## config.mk

```make
export PLATFORM = sky130hd
export DESIGN_NAME = param_pic_flat
export DESIGN_NICKNAME = d
export VERILOG_FILES = /design/src/rtl/pic_pkg.sv /design/src/rtl/param_pic_if.sv /design/src/rtl/pic_prio_resolver.sv /design/src/rtl/param_pic.sv /design/src/flat_wrapper.sv
export SDC_FILE = /design/constraint.sdc
export NUM_CORES = 1
export LEC_CHECK = 0
export CAP_MARGIN = 20
export CORE_UTILIZATION = 51
export CTS_CLUSTER_DIAMETER = 60
export DETAILED_ROUTE_END_ITERATION = 8
export PLACE_DENSITY = 0.75
export SYNTH_ARGS = -nofsm -noshare
export SYNTH_HDL_FRONTEND = slang
export SYNTH_SLANG_ARGS = --single-unit
```

## constraint.sdc

```tcl
create_clock -name clk -period 16.46 [get_ports clk]
set_clock_uncertainty 0.2 [all_clocks]
set_input_delay 3.292 -clock clk [delete_from_list [all_inputs] [get_ports clk]]
set_output_delay 3.292 -clock clk [all_outputs]
set_load 0.02 [all_outputs]
```

## src/rtl/pic_pkg.sv

```systemverilog
// Shared definitions for the parameterised interrupt controller.
// Contents: register addresses, CTRL/EOI/STATUS bit positions,
// the handshake FSM state type and a helper that maps a priority
// rank onto a channel index for a given lowest-priority pointer.
package pic_pkg;

    localparam int ID_W = 5;  // channel ids fit 5 bits for up to 32 channels

    localparam logic [2:0] ADDR_MASK   = 3'd0;
    localparam logic [2:0] ADDR_TRIG   = 3'd1;
    localparam logic [2:0] ADDR_CTRL   = 3'd2;
    localparam logic [2:0] ADDR_EOI    = 3'd3;
    localparam logic [2:0] ADDR_IRR    = 3'd4;
    localparam logic [2:0] ADDR_ISR    = 3'd5;
    localparam logic [2:0] ADDR_STATUS = 3'd6;

    localparam int CTRL_AEOI_BIT   = 0;
    localparam int CTRL_ROTATE_BIT = 1;
    localparam int CTRL_VEC_LSB    = 8;

    localparam int EOI_SPECIFIC_BIT = 8;
    localparam int EOI_ID_LSB       = 0;

    localparam int STATUS_INT_BIT  = 0;
    localparam int STATUS_ID_LSB   = 8;
    localparam int STATUS_BUSY_BIT = 15;

    typedef enum logic [1:0] {
        ST_IDLE = 2'd0,
        ST_REQ  = 2'd1,
        ST_ACK2 = 2'd2
    } pic_state_t;

    // Channel that holds priority rank k (0 = highest) when lp is the
    // lowest-priority channel. lp < n and k < n, so one wrap suffices.
    function automatic logic [ID_W-1:0] prio_idx(input logic [ID_W-1:0] lp,
                                                 input int k, input int n);
        int t;
        t = int'(lp) + 1 + k;
        if (t >= n) t = t - n;
        return t[ID_W-1:0];
    endfunction

endpackage

```

## src/rtl/param_pic_if.sv

```systemverilog
// CPU-side bus of the interrupt controller.
// Signals: irq request lines, register strobes/address/data, inta
// acknowledge pulse, int_o request to CPU, vec/vec_valid vector output.
// master = CPU/stimulus side, slave = controller side.
interface param_pic_if #(
    parameter int NUM_IRQ = 8,
    parameter int VEC_W   = 8
);
    logic [NUM_IRQ-1:0] irq;
    logic               wr_en;
    logic               rd_en;
    logic [2:0]         addr;
    logic [31:0]        wdata;
    logic [31:0]        rdata;
    logic               inta;
    logic               int_o;
    logic [VEC_W-1:0]   vec;
    logic               vec_valid;

    modport master (
        output irq, wr_en, rd_en, addr, wdata, inta,
        input  rdata, int_o, vec, vec_valid
    );

    modport slave (
        input  irq, wr_en, rd_en, addr, wdata, inta,
        output rdata, int_o, vec, vec_valid
    );
endinterface

```

## src/rtl/pic_prio_resolver.sv

```systemverilog
// Combinational rotating-priority resolver.
// Inputs : req (unmasked IRR), isr (in-service bits), lp (lowest-priority id)
// Outputs: valid (eligible candidate exists), id (highest-priority request),
//          isr_valid/isr_id (highest-priority in-service channel)
module pic_prio_resolver
    import pic_pkg::*;
#(
    parameter int NUM_IRQ = 8
) (
    input  logic [NUM_IRQ-1:0] req,
    input  logic [NUM_IRQ-1:0] isr,
    input  logic [ID_W-1:0]    lp,
    output logic               valid,
    output logic [ID_W-1:0]    id,
    output logic               isr_valid,
    output logic [ID_W-1:0]    isr_id
);
    logic [31:0]     req_ext;
    logic [31:0]     isr_ext;
    logic [ID_W-1:0] order [NUM_IRQ];
    logic            found;

    assign req_ext = 32'(req);
    assign isr_ext = 32'(isr);

    generate
        for (genvar gi = 0; gi < NUM_IRQ; gi++) begin : g_order
            assign order[gi] = prio_idx(lp, gi, NUM_IRQ);
        end
    endgenerate

    // Walk ranks from highest to lowest. The ISR test comes first so that a
    // request on a channel already in service is not "strictly above" it.
    always_comb begin
        valid     = 1'b0;
        id        = '0;
        isr_valid = 1'b0;
        isr_id    = '0;
        found     = 1'b0;
        for (int k = 0; k < NUM_IRQ; k++) begin
            if (!isr_valid && isr_ext[order[k]]) begin
                isr_valid = 1'b1;
                isr_id    = order[k];
            end
            if (!found && req_ext[order[k]]) begin
                found = 1'b1;
                id    = order[k];
                valid = !isr_valid;
            end
        end
    end
endmodule

```

## src/rtl/param_pic.sv

```systemverilog
// Parameterised programmable interrupt controller (fully nested,
// optional rotation and auto-EOI, two-pulse acknowledge).
// Ports: clk, reset (sync, active high), bus (param_pic_if.slave) carrying
// irq, register access, inta, int_o and vec/vec_valid.
module param_pic
    import pic_pkg::*;
#(
    parameter int NUM_IRQ = 8,
    parameter int VEC_W   = 8
) (
    input logic        clk,
    input logic        reset,
    param_pic_if.slave bus
);
    logic [NUM_IRQ-1:0] mask_reg, trig_reg, irr_reg, isr_reg, irq_prev_reg;
    logic [NUM_IRQ-1:0] irr_next, isr_next, req_vec;
    logic [NUM_IRQ-1:0] ack_hot, eoi_hot, aeoi_hot;
    logic               aeoi_reg, rotate_reg;
    logic [VEC_W-1:0]   vec_base_reg, vec_reg, vec_sum;
    logic               vec_valid_reg;
    logic [ID_W-1:0]    lp_reg, id_reg;
    pic_state_t         state_reg, state_next;

    logic               cand_valid, isr_any;
    logic [ID_W-1:0]    cand_id, top_isr_id, eoi_idx;
    logic               ack, deliver, spurious, eoi_clr, aeoi_clr;
    logic [31:0]        rd_data;

    assign req_vec = irr_reg & ~mask_reg;

    pic_prio_resolver #(.NUM_IRQ(NUM_IRQ)) u_prio (
        .req       (req_vec),
        .isr       (isr_reg),
        .lp        (lp_reg),
        .valid     (cand_valid),
        .id        (cand_id),
        .isr_valid (isr_any),
        .isr_id    (top_isr_id)
    );

    // EOI decode: out-of-range specific ids and an empty ISR are no-ops.
    always_comb begin
        eoi_clr = 1'b0;
        eoi_idx = '0;
        if (bus.wr_en && (bus.addr == ADDR_EOI) && isr_any) begin
            if (bus.wdata[EOI_SPECIFIC_BIT]) begin
                if (int'(bus.wdata[EOI_ID_LSB +: ID_W]) < NUM_IRQ) begin
                    eoi_clr = 1'b1;
                    eoi_idx = bus.wdata[EOI_ID_LSB +: ID_W];
                end
            end else begin
                eoi_clr = 1'b1;
                eoi_idx = top_isr_id;
            end
        end
    end

    always_comb begin
        state_next = state_reg;
        ack        = 1'b0;
        deliver    = 1'b0;
        spurious   = 1'b0;
        case (state_reg)
            ST_IDLE: begin
                if (bus.inta) spurious = 1'b1;
                if (cand_valid) state_next = ST_REQ;
            end
            ST_REQ: begin
                if (bus.inta && cand_valid) begin
                    ack        = 1'b1;
                    state_next = ST_ACK2;
                end else if (!cand_valid) begin
                    state_next = ST_IDLE;
                end
            end
            ST_ACK2: begin
                if (bus.inta) begin
                    deliver    = 1'b1;
                    state_next = ST_IDLE;
                end
            end
            default: state_next = ST_IDLE;
        endcase
    end

    assign aeoi_clr = deliver && aeoi_reg;

    generate
        for (genvar gi = 0; gi < NUM_IRQ; gi++) begin : g_hot
            assign ack_hot[gi]  = ack && (cand_id == ID_W'(gi));
            assign eoi_hot[gi]  = eoi_clr && (eoi_idx == ID_W'(gi));
            assign aeoi_hot[gi] = aeoi_clr && (id_reg == ID_W'(gi));
        end
    endgenerate

    // Set terms are OR-ed last so ack beats EOI on ISR and a fresh edge
    // beats the ack clear on IRR.
    assign isr_next = (isr_reg & ~eoi_hot & ~aeoi_hot) | ack_hot;
    assign irr_next = (trig_reg & ((irr_reg & ~ack_hot) | (bus.irq & ~irq_prev_reg)))
                    | (~trig_reg & bus.irq);

    assign vec_sum = vec_base_reg + (deliver ? VEC_W'(id_reg) : VEC_W'(NUM_IRQ - 1));

    always_ff @(posedge clk) begin
        if (reset) state_reg <= ST_IDLE;
        else       state_reg <= state_next;
    end

    always_ff @(posedge clk) begin
        if (reset) begin
            mask_reg      <= '1;
            trig_reg      <= '1;
            aeoi_reg      <= 1'b0;
            rotate_reg    <= 1'b0;
            vec_base_reg  <= '0;
            irr_reg       <= '0;
            isr_reg       <= '0;
            irq_prev_reg  <= '0;
            lp_reg        <= ID_W'(NUM_IRQ - 1);
            id_reg        <= '0;
            vec_reg       <= '0;
            vec_valid_reg <= 1'b0;
        end else begin
            irr_reg       <= irr_next;
            isr_reg       <= isr_next;
            irq_prev_reg  <= bus.irq;
            vec_valid_reg <= deliver || spurious;
            if (deliver || spurious) vec_reg <= vec_sum;
            if (ack) id_reg <= cand_id;
            if (rotate_reg && aeoi_clr)     lp_reg <= id_reg;
            else if (rotate_reg && eoi_clr) lp_reg <= eoi_idx;
            if (bus.wr_en) begin
                case (bus.addr)
                    ADDR_MASK: mask_reg <= bus.wdata[NUM_IRQ-1:0];
                    ADDR_TRIG: trig_reg <= bus.wdata[NUM_IRQ-1:0];
                    ADDR_CTRL: begin
                        aeoi_reg     <= bus.wdata[CTRL_AEOI_BIT];
                        rotate_reg   <= bus.wdata[CTRL_ROTATE_BIT];
                        vec_base_reg <= bus.wdata[CTRL_VEC_LSB +: VEC_W];
                    end
                    default: ;
                endcase
            end
        end
    end

    always_comb begin
        rd_data = '0;
        if (bus.rd_en) begin
            case (bus.addr)
                ADDR_MASK: rd_data = 32'(mask_reg);
                ADDR_TRIG: rd_data = 32'(trig_reg);
                ADDR_CTRL: begin
                    rd_data[CTRL_AEOI_BIT]           = aeoi_reg;
                    rd_data[CTRL_ROTATE_BIT]         = rotate_reg;
                    rd_data[CTRL_VEC_LSB +: VEC_W]   = vec_base_reg;
                end
                ADDR_IRR: rd_data = 32'(irr_reg);
                ADDR_ISR: rd_data = 32'(isr_reg);
                ADDR_STATUS: begin
                    rd_data[STATUS_INT_BIT]        = (state_reg == ST_REQ);
                    rd_data[STATUS_ID_LSB +: ID_W] = cand_id;
                    rd_data[STATUS_BUSY_BIT]       = (state_reg != ST_IDLE);
                end
                default: rd_data = '0;
            endcase
        end
    end

    assign bus.rdata     = rd_data;
    assign bus.int_o     = (state_reg == ST_REQ);
    assign bus.vec       = vec_reg;
    assign bus.vec_valid = vec_valid_reg;
endmodule

```

## src/flat_wrapper.sv

```systemverilog
// flat-port wrapper written by rule: the top's interface ports become plain ports
module param_pic_flat import pic_pkg::*;
#(
    parameter int NUM_IRQ = 8,
    parameter int VEC_W   = 8
)
  (clk, reset, bus_irq, bus_wr_en, bus_rd_en, bus_addr, bus_wdata, bus_inta, bus_rdata, bus_int_o, bus_vec, bus_vec_valid);
  param_pic_if #(.NUM_IRQ(NUM_IRQ), .VEC_W(VEC_W)) bus_i ();
  input logic clk;
  input logic reset;
  input wire logic [$bits(bus_i.irq)-1:0] bus_irq;
  input wire logic [$bits(bus_i.wr_en)-1:0] bus_wr_en;
  input wire logic [$bits(bus_i.rd_en)-1:0] bus_rd_en;
  input wire logic [$bits(bus_i.addr)-1:0] bus_addr;
  input wire logic [$bits(bus_i.wdata)-1:0] bus_wdata;
  input wire logic [$bits(bus_i.inta)-1:0] bus_inta;
  output wire logic [$bits(bus_i.rdata)-1:0] bus_rdata;
  output wire logic [$bits(bus_i.int_o)-1:0] bus_int_o;
  output wire logic [$bits(bus_i.vec)-1:0] bus_vec;
  output wire logic [$bits(bus_i.vec_valid)-1:0] bus_vec_valid;
  assign bus_i.irq = bus_irq;
  assign bus_i.wr_en = bus_wr_en;
  assign bus_i.rd_en = bus_rd_en;
  assign bus_i.addr = bus_addr;
  assign bus_i.wdata = bus_wdata;
  assign bus_i.inta = bus_inta;
  assign bus_rdata = bus_i.rdata;
  assign bus_int_o = bus_i.int_o;
  assign bus_vec = bus_i.vec;
  assign bus_vec_valid = bus_i.vec_valid;
  param_pic #(.NUM_IRQ(NUM_IRQ), .VEC_W(VEC_W)) u_core (.clk(clk), .reset(reset), .bus(bus_i));
endmodule
```

==> results.md, run 1 <==
- Share of cells above drive strength 1: 0.0892
- Syn Std Cell Area: between 6000 and 7000 µm²
- CP delay by family, top: simple AND/OR/NAND/NOR gates
- Unrepaired setup endpoints after global routing: false
- Number of DRC markers in iteration 0: approximately 440
- R2R depth: 19
- Crit-path max FO: 18
- Hold Crit Class: flop to flop
- Relative slew margins: 0.279
- Worst hold stages: 2
- Clock sink count: a little over 70
- Reg-to-reg slack, setup: 9.67 ns
- Asr flop ratio synth: 0
- R2r startpoint: u_core.lp_reg[0]
- Primary FF master, synth: dfxtp_1
- Final setup fails: 0
- Dpl ws: between 6 and 7 ns
- Register area share after synthesis: 0.217
- Drt pass-1 iters: 5
- Via count: approximately 6,100
- Hold path start: u_core.bus.vec[3]
- EDFF count, synth: 0
- Core Rows: 41
- Total power: 0.445 mW
- Yosys reg bits: between 70 and 80
- Worst path buffer plus inverter count: 2
- Pins Over Slew Limit: 0
- RD Place Congestion: 0.979
- First-pass GRT wire length: about 30 mm
- Hold Buf Count CTS: 0
- H-Tree Depth: 3
- CTS tree: yes
- Vias in the first global route: 5,659
- Synth area leader: dfxtp_1
- CP arrival: between 6 and 7 ns
- Slowest stage cell, crit path: nor4_1
- RR Endpoint: u_core.irr_reg[3]
- Status: completed
- Clock slew at reported path FFs: 0.06 ns
- Ant. Diodes: 0
- WP data required: approximately 13 ns
- Slowest stage delay, CP: about 0.73 ns
- Drt total wl: 18.5 mm
- Via/cell ratio: around 6
- Hold Slack: between 0.2 and 0.3 ns
- Average cell area after synthesis: between 8 and 9 µm²
- Port Buffers: 57
- Final nets: between 900 and 1,000
- P_leak: roughly 2.8 nW
- Crit-path cells: buf_4 -> ha_1 -> xor2_4 -> ha_1 -> nor2b_1 -> o21ai_0 -> nand2_1 -> ha_1 -> nand3_1 -> a2111oi_0 -> a31oi_1 -> a211o_1 -> a2bb2o_1 -> nand4b_4 -> nor3_1 -> nor4_1 -> nor2_1 -> mux2i_1 -> nor2_1 -> clkdlybuf4s50_1
- Initial antenna violation count: 0
- Die width: roughly 120 µm
- TritonCTS buffer count: 9
- GRT Util Overall: 0.284
- Root buf cell: clkbuf_16
- I/O Pins: 90
- Worst setup SP type: flop
- Layout overhead on the synthesized area: 13.5%
- Largest cells by area after synthesis: dfxtp_1, mux2i_1, nand2_1
- Power Density: 59.8 nW/µm²
- Post-CTS setup buffer count: 0
- Worst skew pair latency: around 0.33 ns
- Post-DP HPWL: ~14 mm
- Setup TNS: 0 ns
- Max_cap viols: 0
- DRC viols: 0
- Final period utilization: 0.623
- Core area: between 10,000 and 15,000 µm²
- VDD IR max: roughly 69 µV
- Hold endpoint: u_core.bus.vec[3]
- Worst-margin pin slew: 1.08 ns
- Die height: approximately 120 µm
- Final worst slack: about 6.2 ns
- Setup crit end kind: output pin
- Tmin final: about 10 ns
- Largest net degree at the start of global routing: between 40 and 50
- Peak Freq: a little under 100 MHz
- Post-synth top area share: 0.217
- Effective utilization at floorplan: 0.521
- Synth cell types: ~90
- Synth Instances: 816
- Resized cells post-CTS: 0
- Gr ovfl total: 0
- Max clock buf depth: 2
- WL/cell: 18.0 µm
- Final hold violation count: 0
- Most used cell, CP: ha_1
- Crit Path Class: flop to output pin
- Ys Warns: 0
- Post-route ant nets: 0
- Die area: 13,300 µm²
-- worst max path at each step --
stage,from,cells past startpoint,slack (ns),end
after floorplan,u_core.lp_reg[1],23,8.40,bus_rdata[9]
after global placement,u_core.lp_reg[0],20,6.72,bus_rdata[8]
after detailed placement,u_core.lp_reg[0],20,6.70,bus_rdata[8]
after CTS,u_core.lp_reg[0],20,6.31,bus_rdata[8]
after global routing,u_core.lp_reg[0],20,5.67,bus_rdata[8]
final,u_core.lp_reg[0],20,6.21,bus_rdata[8]
-- layout by cell type (no fill, tap or decap), types with 4 or more instances in the layout --
cell and count:
nand2_1 121, dfxtp_1 71, clkdlybuf4s50_1 57, nor2_1 53, mux2i_1 51, a21oi_1 47, ha_1 29, inv_1 26
nand3_1 26, nor2b_1 21, o21ai_0 20, nand2b_1 19, and2_1 18, nor3_1 17, o22ai_1 16, conb_1 16
mux4_2 14, xnor2_1 13, and3_1 12, a211oi_1 12, a31oi_1 10, clkbuf_16 9, buf_4 9, nand3b_1 8
a21o_1 8, mux2_2 8, or2_2 7, o31ai_1 7, a22oi_1 7, a2111oi_0 6, inv_2 5, nand4b_1 5
o311ai_0 5, o21a_1 4, nor3b_1 4, nor4b_1 4, o211ai_1 4
-- cells in the mapped netlist (all sizes together), types with 18 or more instances --
cell	instances
nand2	121
dfxtp	71
nor2	53
mux2i	51
a21oi	47
buf	40
inv	31
ha	29
nand3	27
o21ai	23
nor2b	21
clkbuf	20
nand2b	19
and2	18
-- cell type report --
cell class | count | area [µm²]
multi-input combinational | 669 | 4720
sequential | 71 | 1420
timing repair buffer | 66 | 638
fill | 1148 | 5140
tap | 172 | 215
clock inverter | 5 | 82.6
inverter | 31 | 116
clock buffer | 10 | 239
-- where the power goes --
group          switching, mW  internal, mW
registers            0.00408         0.178
logic                 0.0298        0.0230
clock network         0.0742         0.136
-- kinds of logic (layout without fill, tap and decap cells) --
kind of cell	after synthesis	in the layout	synth area share
AOI/OAI and AO/OA	191	191	0.207
xor gates and xnor gates	21	21	0.0411
adders and majority gates	30	30	0.0585
buffers and inverters	91	112	0.0711
DFF	71	71	0.217
muxes	74	74	0.144
other	1	16	0.000573
and+or+nand+nor	337	337	0.261
-- worst reg2reg max path: stages, from the launching register on --
cell       delay, ns
dfxtp_1         0.48
buf_4           0.28
ha_1            0.47
xor2_4          0.46
ha_1            0.58
nor2b_1         0.22
o21ai_0         0.15
nand2_1         0.13
ha_1            0.16
nand3_1         0.08
a2111oi_0       0.37
a31oi_1         0.13
o211ai_2        0.26
a21oi_1         0.22
nor4_1          0.80
nand2_1         0.34
o32ai_4         0.47
nand3_1         0.33
nor4b_1         0.42
o31ai_1         0.10
-- stage by stage --
step	utilization	cell area [µm²]	instances
after global placement	0.565	7100	1008
after floorplan	-	6610	831
after detailed placement	0.565	7100	1008
final	0.591	7430	1024
after global routing	0.591	7430	1024
after CTS	0.591	7420	1023
-- metal layers --
layer / GRT usage / share of wire / up-vias
li1: - / - / 3015
met1: 0.383 / 0.45 / 2868
met2: 0.468 / 0.46 / 219
met3: 0.0422 / 0.065 / 31
met4: 0.0840 / 0.018 / 0
met5: 0 / 0 / -
Power figures use the tool's default switching activity.
==> run 2: changes to the inputs <==
- clock period: 16.46 -> 10.75 ns (I/O delays scaled with it)
==> run 2 against run 1 <==
Global-route usage rose by 0.19 points. First-iteration DRC count increased by 52%. Sequential power is 53% higher. Sequential share of layout area up 0.078 points. Power is 48% higher. Count of clock-buffer cells in the layout is the same. Critical path type unchanged. Highest routed layer unchanged.
==> results.md, run 2 (synthesized netlist as in run 1, its figures left out) <==
- Peak Freq: between 100 and 150 MHz
- GRT Util Overall: 0.286 (+0.00190)
- Worst path buffer plus inverter count: 1 (-1)
- GRT met3 Usage: 0.0427 (+0.000527)
- Met1 Usage GRT: 0.381 (-0.00213)
- Total power: 0.656 mW (+48%)
- Tmin final: approximately 9.3 ns
- Ant. Diodes: 0 (unchanged)
- Worst Setup SP: u_core.lp_reg[1]
- Reg-to-reg slack, setup: 3.82 ns (-5.85 ns)
- Status: completed
- Relative slew margins: 0.287 (+0.00771)
- Worst path depth: 19 (-5.0%)
- Drt pass-1 iters: 5 (unchanged)
- Core area: 12,600 µm² (unchanged)
- Core Rows: 41 (unchanged)
- Drt total wl: 18.3 mm (-0.75%)
- Max_cap viols: 0 (unchanged)
- CP delay by family, top: simple AND/OR/NAND/NOR gates
- Post-route ant nets: 0 (unchanged)
- Root buf cell: clkbuf_16
- I/O Pins: 90 (unchanged)
- GR Layer Usage met2: 0.467 (about the same)
- Setup crit end kind: output pin
- Die width: 115 µm (unchanged)
- Slowest stage cell, crit path: nor4_1
- Commonest non-fill, non-tap cells in the layout: nand2_1, dfxtp_1, clkdlybuf4s50_1
- Hold Crit Class: flop to flop
- Resized cells post-CTS: 0 (unchanged)
- Die height: 115 µm (unchanged)
- Layout overhead on the synthesized area: 13.0%
- CTS tree: yes
- Most used cell, CP: ha_1
- Slowest stage delay, CP: 0.76 ns (+0.03 ns)
- Final setup fails: 0 (unchanged)
- Post-DP HPWL: 13.7 mm (-0.36%)
- Hold Buf Count CTS: 0 (unchanged)
- CP arrival: 6.91 ns (+0.16 ns)
- Final period utilization: 0.861
- Crit Path Class: flop to output pin
- TritonCTS buffer count: 9 (unchanged)
- WL/cell: 17.9 µm (-0.75%)
- Crit-path max FO: 16 (-2)
- Largest net degree at the start of global routing: 44 (unchanged)
- Pins Over Slew Limit: 0 (unchanged)
- Share of cells above drive strength 1: 0.0892 (unchanged)
- Worst-margin pin slew: 1.07 ns (-0.0122 ns)
- Final hold violation count: 0 (unchanged)
- WP data required: 8.40 ns (-4.57 ns)
- Power Density: 88.7 nW/µm² (+48%)
- Unrepaired setup endpoints after global routing: false
- Dpl cells: 1,008 (unchanged)
- P_leak: 2.80 nW (-0.24%)
- First-pass GRT wire length: 29.6 mm (+0.31%)
- Initial antenna violation count: 0 (unchanged)
- H-Tree Depth: 3 (unchanged)
- RD Place Congestion: 0.989 (+1.1%)
- Die area: 13,300 µm² (unchanged)
- Max clock buf depth: 2 (unchanged)
- Vias in the first global route: 5,716 (+1.0%)
- Clock sink count: 71 (unchanged)
- R2R depth: 18 (-1)
- Setup TNS: 0 ns (unchanged)
- Worst Setup EP: bus_rdata[8]
- Via/cell ratio: 6.16 (+2.8%)
- Gr ovfl total: 0 (unchanged)
- Number of DRC markers in iteration 0: 676 (+52%)
- Effective utilization at floorplan: 0.521 (unchanged)
- Clock slew at reported path FFs: 0.05 ns (about the same)
- Crit-path cells: ha_1 -> xor2_4 -> ha_1 -> nor2b_1 -> o21ai_0 -> nand2_1 -> ha_1 -> nand3_1 -> a2111oi_0 -> a31oi_1 -> a211o_1 -> a2bb2o_1 -> nand4b_4 -> nor3_1 -> nor4_1 -> nor2_1 -> mux2i_1 -> nor2_1 -> clkdlybuf4s50_1
- Layout Cells excl Fill: 1,024 (unchanged)
- Most used routing layer in global routing: met2
- Post-CTS setup buffer count: 0 (unchanged)
- Worst setup SP type: flop
- Worst skew pair latency: 0.34 ns (about the same)
- Final nets: 925 (-0.11%)
- Commonest non-fill, non-tap cell in the layout: nand2_1
- Fillers: 1,158 (+0.87%)
- Port Buffers: 57 (unchanged)
- R2r startpoint: u_core.lp_reg[1]
- VDD IR max: 102 µV (+48%)
- DRC viols: 0 (unchanged)
- RR Endpoint: u_core.irr_reg[3]
- Via count: 6,305 (+2.8%)
## run 2: worst reg2reg max path, cell delays in order, from the launching register on
cell and delay (ns):
dfxtp_1 0.70, ha_1 0.58, xor2_4 0.50, ha_1 0.60, nor2b_1 0.26, o21ai_0 0.17, nand2_1 0.13, ha_1 0.17
nand3_1 0.08, a2111oi_0 0.39, a31oi_1 0.13, o211ai_2 0.26, a21oi_1 0.19, nor4_1 0.77, nand2_1 0.34, o32ai_4 0.42
nand3_1 0.29, nor4b_1 0.54, o31ai_1 0.11
## run 2: cell type report
type / instances / area [µm²] / area share
repair buffers: 65 / 631 / 0.0852
well taps: 172 / 215 / 0.0291
flip-flops and latches: 71 / 1420 / 0.192
multi-input cells: 669 / 4720 / 0.638
clock buffers: 10 / 239 / 0.0323
clock inverters: 6 / 60.1 / 0.00811
inverters: 31 / 116 / 0.0157
## run 2: how the worst min path moves through the flow
stage / start / to / slack [ns] / depth (start not counted)
2_1_floorplan: u_core.irq_prev_reg[2] / u_core.irr_reg[2] / 0.25 / 3
3_3_place_gp: u_core.bus.vec[5] / u_core.bus.vec[5] / 0.24 / 2
3_5_place_dp: u_core.bus.vec[5] / u_core.bus.vec[5] / 0.25 / 2
4_1_cts: u_core.bus.vec[4] / u_core.bus.vec[4] / 0.26 / 2
5_1_grt: u_core.bus.vec[4] / u_core.bus.vec[4] / 0.26 / 2
6_report: u_core.bus.vec[4] / u_core.bus.vec[4] / 0.25 / 2
## run 2: stage by stage
stage	setup slack (ns)	instance area [µm²]	hold slack [ns]	utilization
finish	1.49	7400	0.251	0.589
global route	1.24	7400	0.264	0.589
CTS	1.68	7400	0.257	0.589
detailed placement	2.06	7100	0.251	0.565
global placement	2.17	7100	0.245	0.565
floorplan	3.83	6610	0.246	-
## run 2: metal layers
metal,routed length [µm],up-vias
met3,1350,40
met1,8010,2996
met2,8490,267
met5,0,-
met4,473,0
li1,-,3002
## run 2: power breakdown
group	switching (mW)	leakage [nW]	internal [mW]	total (mW)
combinational	0.0452	2.07	0.0349	0.0801
clock	0.113	0.144	0.184	0.298
sequential	0.00635	0.580	0.272	0.279
total	0.165	2.80	0.492	0.656
